$ cat src/rtl/pc_fetch_unit.sv
// pc_fetch_unit: program-counter register and instruction-fetch sequencer.
// Holds the PC, fetches one word at a time over a req/ack handshake and
// presents it to decode, with downstream stall and halt/resume support.
// Optional feature macro: FETCH_TIMEOUT_EN adds a fetch-ack timeout that
// raises a sticky fetch_err and parks the block in HALT.
module pc_fetch_unit #(
   parameter logic [31:0] RESET_PC = 32'h0000_0000,
   parameter int unsigned MAX_WAIT = 15
) (
   input  logic        clk,
   input  logic        rst,
   input  logic [31:0] next_pc_in,
   input  logic        stall,
   input  logic        halt_req,
   input  logic        resume,
   input  logic        imem_ack,
   input  logic [31:0] imem_rdata,
   output logic [31:0] pc,
   output logic [31:0] pc_plus4,
   output logic        imem_req,
   output logic [31:0] imem_addr,
   output logic [31:0] instr,
   output logic        instr_valid,
   output logic        halted,
   output logic        fetch_err
);

   typedef enum logic [1:0] {
      StFetch = 2'b00,
      StExec  = 2'b01,
      StHalt  = 2'b10
   } state_t;

   state_t      r_state, w_state_nxt;
   logic [31:0] r_pc, w_pc_nxt;
   logic [31:0] r_instr, w_instr_nxt;
   logic        w_timeout;

   // The two low PC bits are forced to zero, so next_pc_in[1:0] is never consumed.
   logic w_unused_low_bits;
   assign w_unused_low_bits = ^next_pc_in[1:0];

`ifdef FETCH_TIMEOUT_EN
   localparam int unsigned CntW = ($clog2(MAX_WAIT + 1) < 4) ? 4 : $clog2(MAX_WAIT + 1);

   logic [CntW-1:0] r_wait_cnt, w_wait_cnt_nxt;
   logic            r_fetch_err, w_fetch_err_nxt;

   // Timeout fires on the MAX_WAIT-th consecutive FETCH cycle without ack.
   assign w_timeout = (r_state == StFetch) && !imem_ack &&
                      ((32'(r_wait_cnt) + 32'd1) == MAX_WAIT);

   // Wait counter counts ack-less FETCH cycles; it sits at zero outside FETCH,
   // which clears it for every entry into FETCH. The error flag is sticky.
   always_comb begin
      w_wait_cnt_nxt  = '0;
      w_fetch_err_nxt = r_fetch_err;
      if ((r_state == StFetch) && !imem_ack) begin
         w_wait_cnt_nxt = CntW'(r_wait_cnt + 1'b1);
      end
      if (w_timeout) begin
         w_fetch_err_nxt = 1'b1;
      end
   end

   // Timeout state registers.
   always_ff @(posedge clk) begin
      if (rst) begin
         r_wait_cnt  <= '0;
         r_fetch_err <= 1'b0;
      end else begin
         r_wait_cnt  <= w_wait_cnt_nxt;
         r_fetch_err <= w_fetch_err_nxt;
      end
   end

   assign fetch_err = r_fetch_err;
`else
   logic w_unused_max_wait;
   assign w_unused_max_wait = (MAX_WAIT != 0);
   assign w_timeout         = 1'b0;
   assign fetch_err         = 1'b0;
`endif

   // State, PC and instruction registers; reset aborts any fetch in flight.
   always_ff @(posedge clk) begin
      if (rst) begin
         r_state <= StFetch;
         r_pc    <= RESET_PC;
         r_instr <= '0;
      end else begin
         r_state <= w_state_nxt;
         r_pc    <= w_pc_nxt;
         r_instr <= w_instr_nxt;
      end
   end

   // Next-state logic: fetch until ack, execute (honouring stall), halt until resume.
   always_comb begin
      w_state_nxt = r_state;
      w_pc_nxt    = r_pc;
      w_instr_nxt = r_instr;
      unique case (r_state)
         StFetch: begin
            if (imem_ack) begin
               w_instr_nxt = imem_rdata;
               w_state_nxt = StExec;
            end else if (w_timeout) begin
               w_state_nxt = StHalt;
            end
         end
         StExec: begin
            // Stall outranks halt_req: everything holds while stalled.
            if (!stall) begin
               w_pc_nxt    = {next_pc_in[31:2], 2'b00};
               w_state_nxt = halt_req ? StHalt : StFetch;
            end
         end
         StHalt: begin
            if (resume) begin
               w_state_nxt = StFetch;
            end
         end
         default: begin
            w_state_nxt = StFetch;
         end
      endcase
   end

   // Output decode.
   always_comb begin
      pc          = r_pc;
      pc_plus4    = r_pc + 32'd4;
      imem_addr   = r_pc;
      imem_req    = (r_state == StFetch);
      instr       = r_instr;
      instr_valid = (r_state == StExec);
      halted      = (r_state == StHalt);
   end

endmodule
$ cat config.mk
export PLATFORM = sky130hd
export DESIGN_NAME = pc_fetch_unit
export DESIGN_NICKNAME = d
export VERILOG_FILES = /design/src/rtl/pc_fetch_unit.sv
export SDC_FILE = /design/constraint.sdc
export NUM_CORES = 1
export LEC_CHECK = 0
export ABC_AREA = 1
export BUFFER_PORTS_ARGS = -buffer_cell sky130_fd_sc_hd__buf_2
export CAP_MARGIN = 20
export CORE_ASPECT_RATIO = 0.75
export CORE_UTILIZATION = 45
export DETAILED_ROUTE_END_ITERATION = 12
export GPL_TIMING_DRIVEN = 1
export PLACE_DENSITY = 0.83
export SYNTH_ARGS = -nofsm -noshare
export SYNTH_HDL_FRONTEND = slang
export SYNTH_SLANG_ARGS = --single-unit
export TNS_END_PERCENT = 10
$ cat constraint.sdc
create_clock -name clk -period 2.9 [get_ports clk]
set_input_delay 0.29 -clock clk [delete_from_list [all_inputs] [get_ports clk]]
set_output_delay 0.29 -clock clk [all_outputs]
set_load 0.02 [all_outputs]
==> results of run 1 <==
final timing paths:
kind	depth (start not counted)	slack (ns)	startpoint	to
setup / recovery	7	0.69	imem_addr[3]	pc_plus4[18]
hold / removal	3	0.19	imem_rdata[13]	instr[13]
setup reg to reg	5	1.02	r_state[0]	imem_addr[19]
hold reg to reg	2	0.48	instr[3]	instr[3]
cell usage in the layout (no fill, tap or decap):
cell | synthesis | routed
buf_2 | 3 | 192
nand2_1 | 97 | 97
nor2_1 | 93 | 93
dfxtp_1 | 64 | 64
o21ai_0 | 51 | 51
inv_1 | 32 | 32
a21oi_1 | 32 | 32
nand3_1 | 24 | 24
xor2_1 | 15 | 15
clkbuf_8 | 0 | 10
nor2_4 | 8 | 8
conb_1 | 1 | 7
nor2_2 | 4 | 4
nand2_2 | 4 | 4
bufinv_16 | 0 | 3
and2_1 | 2 | 2
buf_4 | 37 | 2
inv_2 | 1 | 1
o211ai_1 | 1 | 1
ha_1 | 1 | 1
inv_6 | 0 | 1
clkinvlp_4 | 0 | 1
clkinv_4 | 0 | 1
logic make-up after synthesis:
family,after synthesis,share of synthesized area [%]
simple gates,232,29.4
buf+inv,89,15.3
compound gates,84,12.6
flops,64,38.2
xor+xnor,15,3.92
fa+ha+maj,1,0.373
other cells,1,0.112
tightest hold or removal path: cells and delay by family:
family | cells | cell delay (ns)
AND/OR/NAND/NOR | 1 | 0.08
AO/OA/AOI/OAI | 1 | 0.07
buffers and inverters | 1 | 0.07
per-stage QoR:
stage	hold WS, ns	power (uW)	setup WS [ns]	std cells
2_1_floorplan	0.359	1340	1.03	492
3_3_place_gp	0.458	1460	1.13	728
3_5_place_dp	0.468	1480	1.06	728
4_1_cts	0.176	2440	0.670	744
5_1_grt	0.181	2550	0.539	744
6_report	0.190	2430	0.690	744
synthesized netlist by cell type:
library cell | count | area [um^2]
nand2_2 | 4 | 25.0
dfxtp_1 | 64 | 1280
and2_1 | 2 | 12.5
xor2_1 | 15 | 131
o211ai_1 | 1 | 7.51
nand2_1 | 97 | 364
buf_2 | 3 | 15.0
nand3_1 | 24 | 120
nor2_2 | 4 | 25.0
inv_2 | 1 | 3.75
conb_1 | 1 | 3.75
ha_1 | 1 | 12.5
nor2_1 | 93 | 349
buf_6 | 5 | 56.3
o21ai_0 | 51 | 255
clkbuf_1 | 11 | 41.3
a21oi_1 | 32 | 160
buf_4 | 37 | 278
inv_1 | 32 | 120
nor2_4 | 8 | 90.1
per-layer routing:
metal / track usage, % / routed length, um
met1: 27.8 / 3870
met2: 43.6 / 4500
met3: 9.39 / 917
met4: 8.99 / 156
met5: 0 / 0
registers in the layout (all words and copies together) (netlist names):
signal	cells
imem_addr	30
r_state	2
instr	32
report_power, final:
group / total, uW / internal [uW] / switching, uW / leakage, uW
registers: 997 / 942 / 55.2 / 0.000527
clock network: 971 / 599 / 372 / 0.000123
logic: 458 / 156 / 302 / 0.00157
area by class of cell:
class,count,share of cell area (%)
multi-input cells,339,36.4
inverters,33,2.86
clock buffers,10,3.17
well taps,98,2.83
clock inverters,6,2.66
repair buffers,194,22.5
flip-flops and latches,64,29.6
==> summary.md, run 1 <==
| Metric | Value |
|---|---|
| Crit path DAT | `1.92 ns` |
| Seq/Total Area, Yosys | `38.2%` |
| Worst slew pin tran | `0.944 ns` |
| Total die area | `0.00780 mm^2` |
| CTS H-Tree Depth | `3` |
| Syn. warnings | `0` |
| Most used cell, CP | `nor2_4` |
| Layout area overhead | `29.3%` |
| # setup viols final | `0` |
| Max VDD drop | `416 uV` |
| CP max-delay cell | `dfxtp_1` |
| TritonCTS clock tree | `built` |
| Initial antenna violation count | `0` |
| IO Pins | `202` |
| Crit path max fanout | `5` |
| Slew headroom | `37.0%` |
| Outcome | `finished, final reports clean` |
| Initial Util | `47.9%` |
| Vias in the first global route | `3348` |
| Mapped Area | `0.00335 mm^2` |
| Site Rows | `26` |
| Crit path time final | `2.21 ns` |
| Crit. End Element | `output pin` |
| Resized Gates After CTS | `0` |
| Ant diodes | `0` |
| Worst-path cell chain | `ha_1 > nand2_1 > nor2_4 > nand2_2 > nor2_4 > xor2_1 > buf_2` |
| Fin crit share | `76.2%` |
| Fmax | `453 MHz` |
| WL/cell | `12.7 um` |
| CP max stage delay | `0.40 ns` |
| Drt first pass iters | `5` |
| Clock Path Buffers | `2` |
| Pin count of the biggest net entering global routing | `50` |
| Area of the multi-input gates | `0.00158 mm^2` |
| Via total after detailed routing | `3533` |
| Routed WL | `9450 um` |
| Core occupancy in the finished layout | `62.0%` |
| Crit path launch type | `flip-flop` |
| # nets final | `712` |
| Layout cells sized above 1 | `35.1%` |
| Post CTS Setup Buffer Count | `0` |
| Die X | `102 um` |
| Crit path required time | `2.61 ns` |
| Routed vias/inst | `4.75` |
| Remaining DRCs | `0` |
| Worst-skew pair later-pin latency | `0.35 ns` |
| Critical path class | `flip-flop to output pin` |
| CP delay by family, top | `simple AND/OR/NAND/NOR gates` |
| Seq cells post-synth | `64` |
| Initial DRC count | `120` |
| FILL cells | `689` |
| Post-Syn Instances | `486` |
| Detail Placement HPWL | `7230 um` |
| Port-buffer cells | `192` |
| Global-route wire length before repair | `15300 um` |
| Total congestion overflow | `0` |
| Cts bufs inserted | `9` |
| Max-Cap Viols | `0` |
| Final instance area | `0.00434 mm^2` |
| Final setup TNS | `0 ns` |
| Pins Over Slew Limit | `0` |
| Unrepaired setup endpoints after global routing | `false` |
| Clock sink total | `64` |
| Count of different cell masters after synthesis | `20` |
| Clock Pin Slew Worst Setup and Hold Paths | `0.08 ns` |
| Leak pwr | `0.00222 uW` |
| Hold bufs inserted after CTS | `0` |
| Average size of a mapped cell | `6.90 um^2` |
| Tot GR Track Use | `25.1%` |
| PwrDens | `560 mW/mm^2` |
| Area after DPL | `0.00408 mm^2` |
| Root buffer cell | `clkbuf_8` |
| Routability congestion estimate | `0.892` |
| Core area | `0.00699 mm^2` |
| Final hold vios | `0` |
| Worst Hold Class | `primary input to flip-flop` |
| FF/Latch Area | `0.00128 mm^2` |
| Buf/Inv on CP | `1` |
| Die extent in y | `76.7 um` |
| Clk_skew | `0.0120 ns` |
| ANT nets after route | `0` |
Power figures use the tool's default switching activity.
==> run 2: changes to the inputs <==
Settings changed: ABC_AREA 1 to 0, CORE_UTILIZATION 45 to 38, PLACE_DENSITY 0.83 to 0.76.
Clock period 2.9 ns to 1.9 ns, I/O delays scaled along.
==> run 2 against run 1 <==
The run now ends with setup timing left. Area after synthesis decreased by 8.0%. Routed wire length is 3.0% lower. Setup slack got worse by 0.81 ns. Non-clock buffer count up 35. Sequential share of layout area fell by 1.2 points. Hold slack got worse by 0.10 ns. Count of clock-buffer cells in the layout is the same. Die area grew 8.7%. Sequential cell count unchanged. Register-to-register slack lost 0.49 ns. Total power increased by 38%. Critical endpoint is now pc_plus4[26].
==> summary.md, run 2 <==
| Metric | Value |
|---|---|
| Via total after detailed routing | `3366 (-4.7%)` |
| CTS H-Tree Depth | `3 (unchanged)` |
| Total die area | `0.00848 mm^2 (+8.7%)` |
| Clock Pin Slew Worst Setup and Hold Paths | `0.08 ns (about the same)` |
| WHS | `0.0855 ns (-0.104 ns)` |
| Max FFs per register | `32 (unchanged)` |
| NetSw | `976 uW (+34%)` |
| Max-Cap Viols | `0 (unchanged)` |
| Leak pwr | `0.00239 uW (+7.7%)` |
| Slew headroom | `64.3% (+27 points)` |
| Logic pwr share | `18.3% (-0.6 points)` |
| Worst-path cell chain | `ha_4 > and3_4 > nand4_1 > buf_6 > nor4_4 > xor2_1 > buf_4` |
| Root buffer cell | `clkbuf_8` |
| Global-route wire length before repair | `14200 um (-7.3%)` |
| Layout cells sized above 1 | `46.0% (+11 points)` |
| Initial Util | `39.1% (-8.8 points)` |
| Layout area overhead | `48.1%` |
| Fin crit share | `106%` |
| Failing checks | `setup timing` |
| Final hold vios | `0 (unchanged)` |
| Detail Placement HPWL | `6730 um (-7.0%)` |
| Clock sink total | `64 (unchanged)` |
| Clk_skew | `0.00852 ns (-0.00350 ns)` |
| Most frequent cells in the layout | `181 x buf_2, 135 x nand2_1, 63 x a21oi_1, 57 x dfxtp_1, 44 x buf_4` |
| Routed vias/inst | `4.76 (+0.26%)` |
| Syn. warnings | `0 (unchanged)` |
| Count of different cell masters after synthesis | `27 (+35%)` |
| Area after DPL | `0.00410 mm^2 (+0.31%)` |
| Die extent in y | `80.0 um (+4.2%)` |
| Yosys top cell area share | `41.6% (+3.3 points)` |
| Final Total Pwr | `3360 uW (+38%)` |
| PwrDens | `736 mW/mm^2 (+31%)` |
| Total congestion overflow | `0 (unchanged)` |
| CP max stage delay | `0.38 ns (-0.02 ns)` |
| Top_reg_cell synth | `dfxtp_1` |
| Tot GR Track Use | `21.2% (-3.9 points)` |
| Fmax | `495 MHz` |
| Worst Hold Class | `primary input to flip-flop` |
| Critical path class | `flip-flop to output pin` |
| Clock Path Buffers | `2 (unchanged)` |
| Port-buffer cells | `192 (unchanged)` |
| # nets final | `668 (-6.2%)` |
| IO Pins | `202 (unchanged)` |
| Max VDD drop | `386 uV (-7.2%)` |
| Routability congestion estimate | `0.850 (-4.6%)` |
| Top cells by area, synth | `dfxtp_1 42%, nand2_1 16%, a21oi_1 10%` |
| Pin count of the biggest net entering global routing | `41 (-18%)` |
| P_int | `2380 uW (+40%)` |
| Core occupancy in the finished layout | `57.9% (-4.1 points)` |
| Site Rows | `28 (+7.7%)` |
| Average size of a mapped cell | `7.54 um^2 (+9.3%)` |
| Die X | `106 um (+4.3%)` |
| Reg power frac | `43.2% (+2.1 points)` |
| ANT nets after route | `0 (unchanged)` |
| Cts bufs inserted | `9 (unchanged)` |
| CP max-delay cell | `dfxtp_4` |
| CP delay by family, top | `simple AND/OR/NAND/NOR gates` |
| Routed WL | `9170 um (-3.0%)` |
| Most frequent cell after synthesis | `nand2_1` |
| Unrepaired setup endpoints after global routing | `true` |
| Min setup slack post-route | `-0.120 ns (-0.810 ns)` |
| Core area | `0.00788 mm^2 (+13%)` |
| Crit path launch type | `flip-flop` |
| Mapped Area | `0.00308 mm^2 (-8.0%)` |
| Switching fraction of total power | `29.1% (-1.0 points)` |
| Drt first pass iters | `4 (-1)` |
| Asr flop ratio synth | `0% (unchanged)` |
| Ant diodes | `0 (unchanged)` |
| Most common cell after layout, fill and taps aside | `buf_2` |
| Crit. End Element | `output pin` |
| Seq/Total Area, Yosys | `41.6% (+3.3 points)` |
| Commonest cells post-synth | `135 x nand2_1, 64 x dfxtp_1, 63 x a21oi_1` |
| TritonCTS clock tree | `built` |
| Remaining DRCs | `0 (unchanged)` |
| Post-Syn Instances | `409 (-16%)` |
| Vias in the first global route | `3152 (-5.9%)` |
| # setup viols final | `16 (+16)` |
| Cell taking the most area after synthesis | `dfxtp_1` |
| Crit path required time | `1.71 ns (-0.90 ns)` |
| Worst slew pin tran | `0.536 ns (-0.408 ns)` |
| Seq cells post-synth | `64 (unchanged)` |
| WL/cell | `13.0 um (+2.1%)` |
| Clk pwr share | `38.5% (-1.5 points)` |
| Pins Over Slew Limit | `0 (unchanged)` |
| Initial antenna violation count | `0 (unchanged)` |
| Buf/Inv on CP | `2 (+1)` |
| Crit path max fanout | `5 (unchanged)` |
| Crit path time final | `2.02 ns` |
| Outcome | `finished with violations` |
| Initial DRC count | `163 (+36%)` |
| Crit path DAT | `1.83 ns (-0.09 ns)` |
| Final instance area | `0.00456 mm^2 (+5.3%)` |
| Worst-skew pair later-pin latency | `0.33 ns (-0.02 ns)` |
| Post-synth EDFFs | `0 (unchanged)` |
[run 2: area by class of cell]
class                      instances  area (um^2)
timing repair buffer             229         1290
clock inverter                     6         92.6
sequential                        64         1290
inverter                           8         30.0
clock buffer                      10          128
multi-input combinational        285         1600
tap                              105          131
fill                             720         3320
[run 2: what timing repair did]
| item | CTS | global route |
|---|---|---|
| hold buffers | 0 | 0 |
| gates resized for setup | 14 | 40 |
| buffers inserted | 4 | 0 |
| endpoints found under the setup margin | 22 | 23 |
| pin swaps | 5 | 12 |
[run 2: logic make-up (layout without fill, tap and decap cells)]
logic type      count (synthesis)  after routing  synth area share, %
simple gates                  184            184                 26.3
buf+inv                        66            253                 12.9
compound gates                 65             65                 10.7
flops                          64             64                 41.6
xor+xnor                       28             28                 7.95
fa+ha+maj                       1              1                0.406
other cells                     1              7                0.122
[run 2: final timing paths]
path                                startpoint      endpoint  slack, ns  cells after the start
worst min-delay path            imem_rdata[19]     instr[19]       0.09                      3
worst max register to register      r_state[0]  imem_addr[2]       0.53                      5
worst max-delay path              imem_addr[3]  pc_plus4[26]      -0.12                      7
worst min register to register        instr[9]      instr[9]       0.45                      2
[run 2: metal layers]
layer	share of wire (%)	wire length, um	GRT usage [%]	up-vias
met2	51	4710	37.9	137
met4	1.2	113	6.81	0
met1	42	3890	24.8	1553
met3	5.0	455	5.71	13
met5	0	0	0	-
li1	-	-	-	1663
[run 2: worst min-delay path, delay by kind of cell]
family                 cells  cell delay [ns]
and+or+nand+nor            1             0.04
buffers and inverters      1             0.09
AOI/OAI and AO/OA          1             0.05
[run 2: metrics by stage]
stage	setup WS, ns	setup TNS [ns]	instances
after detailed placement	-0.0915	-0.124	687
after CTS	-0.244	-2.38	707
after global placement	-0.0212	-0.0212	687
after global routing	-0.223	-3.40	707
final	-0.120	-1.20	707
after floorplan	0.00985	0	415
[run 2: power by group through the flow]
stage	Sequential (uW)	Clock (uW)	Combinational [uW]
after floorplan	1580	0	292
after global routing	1460	1390	668
after detailed placement	1480	0	604
final	1450	1290	614
after CTS	1450	1330	610
after global placement	1480	0	595
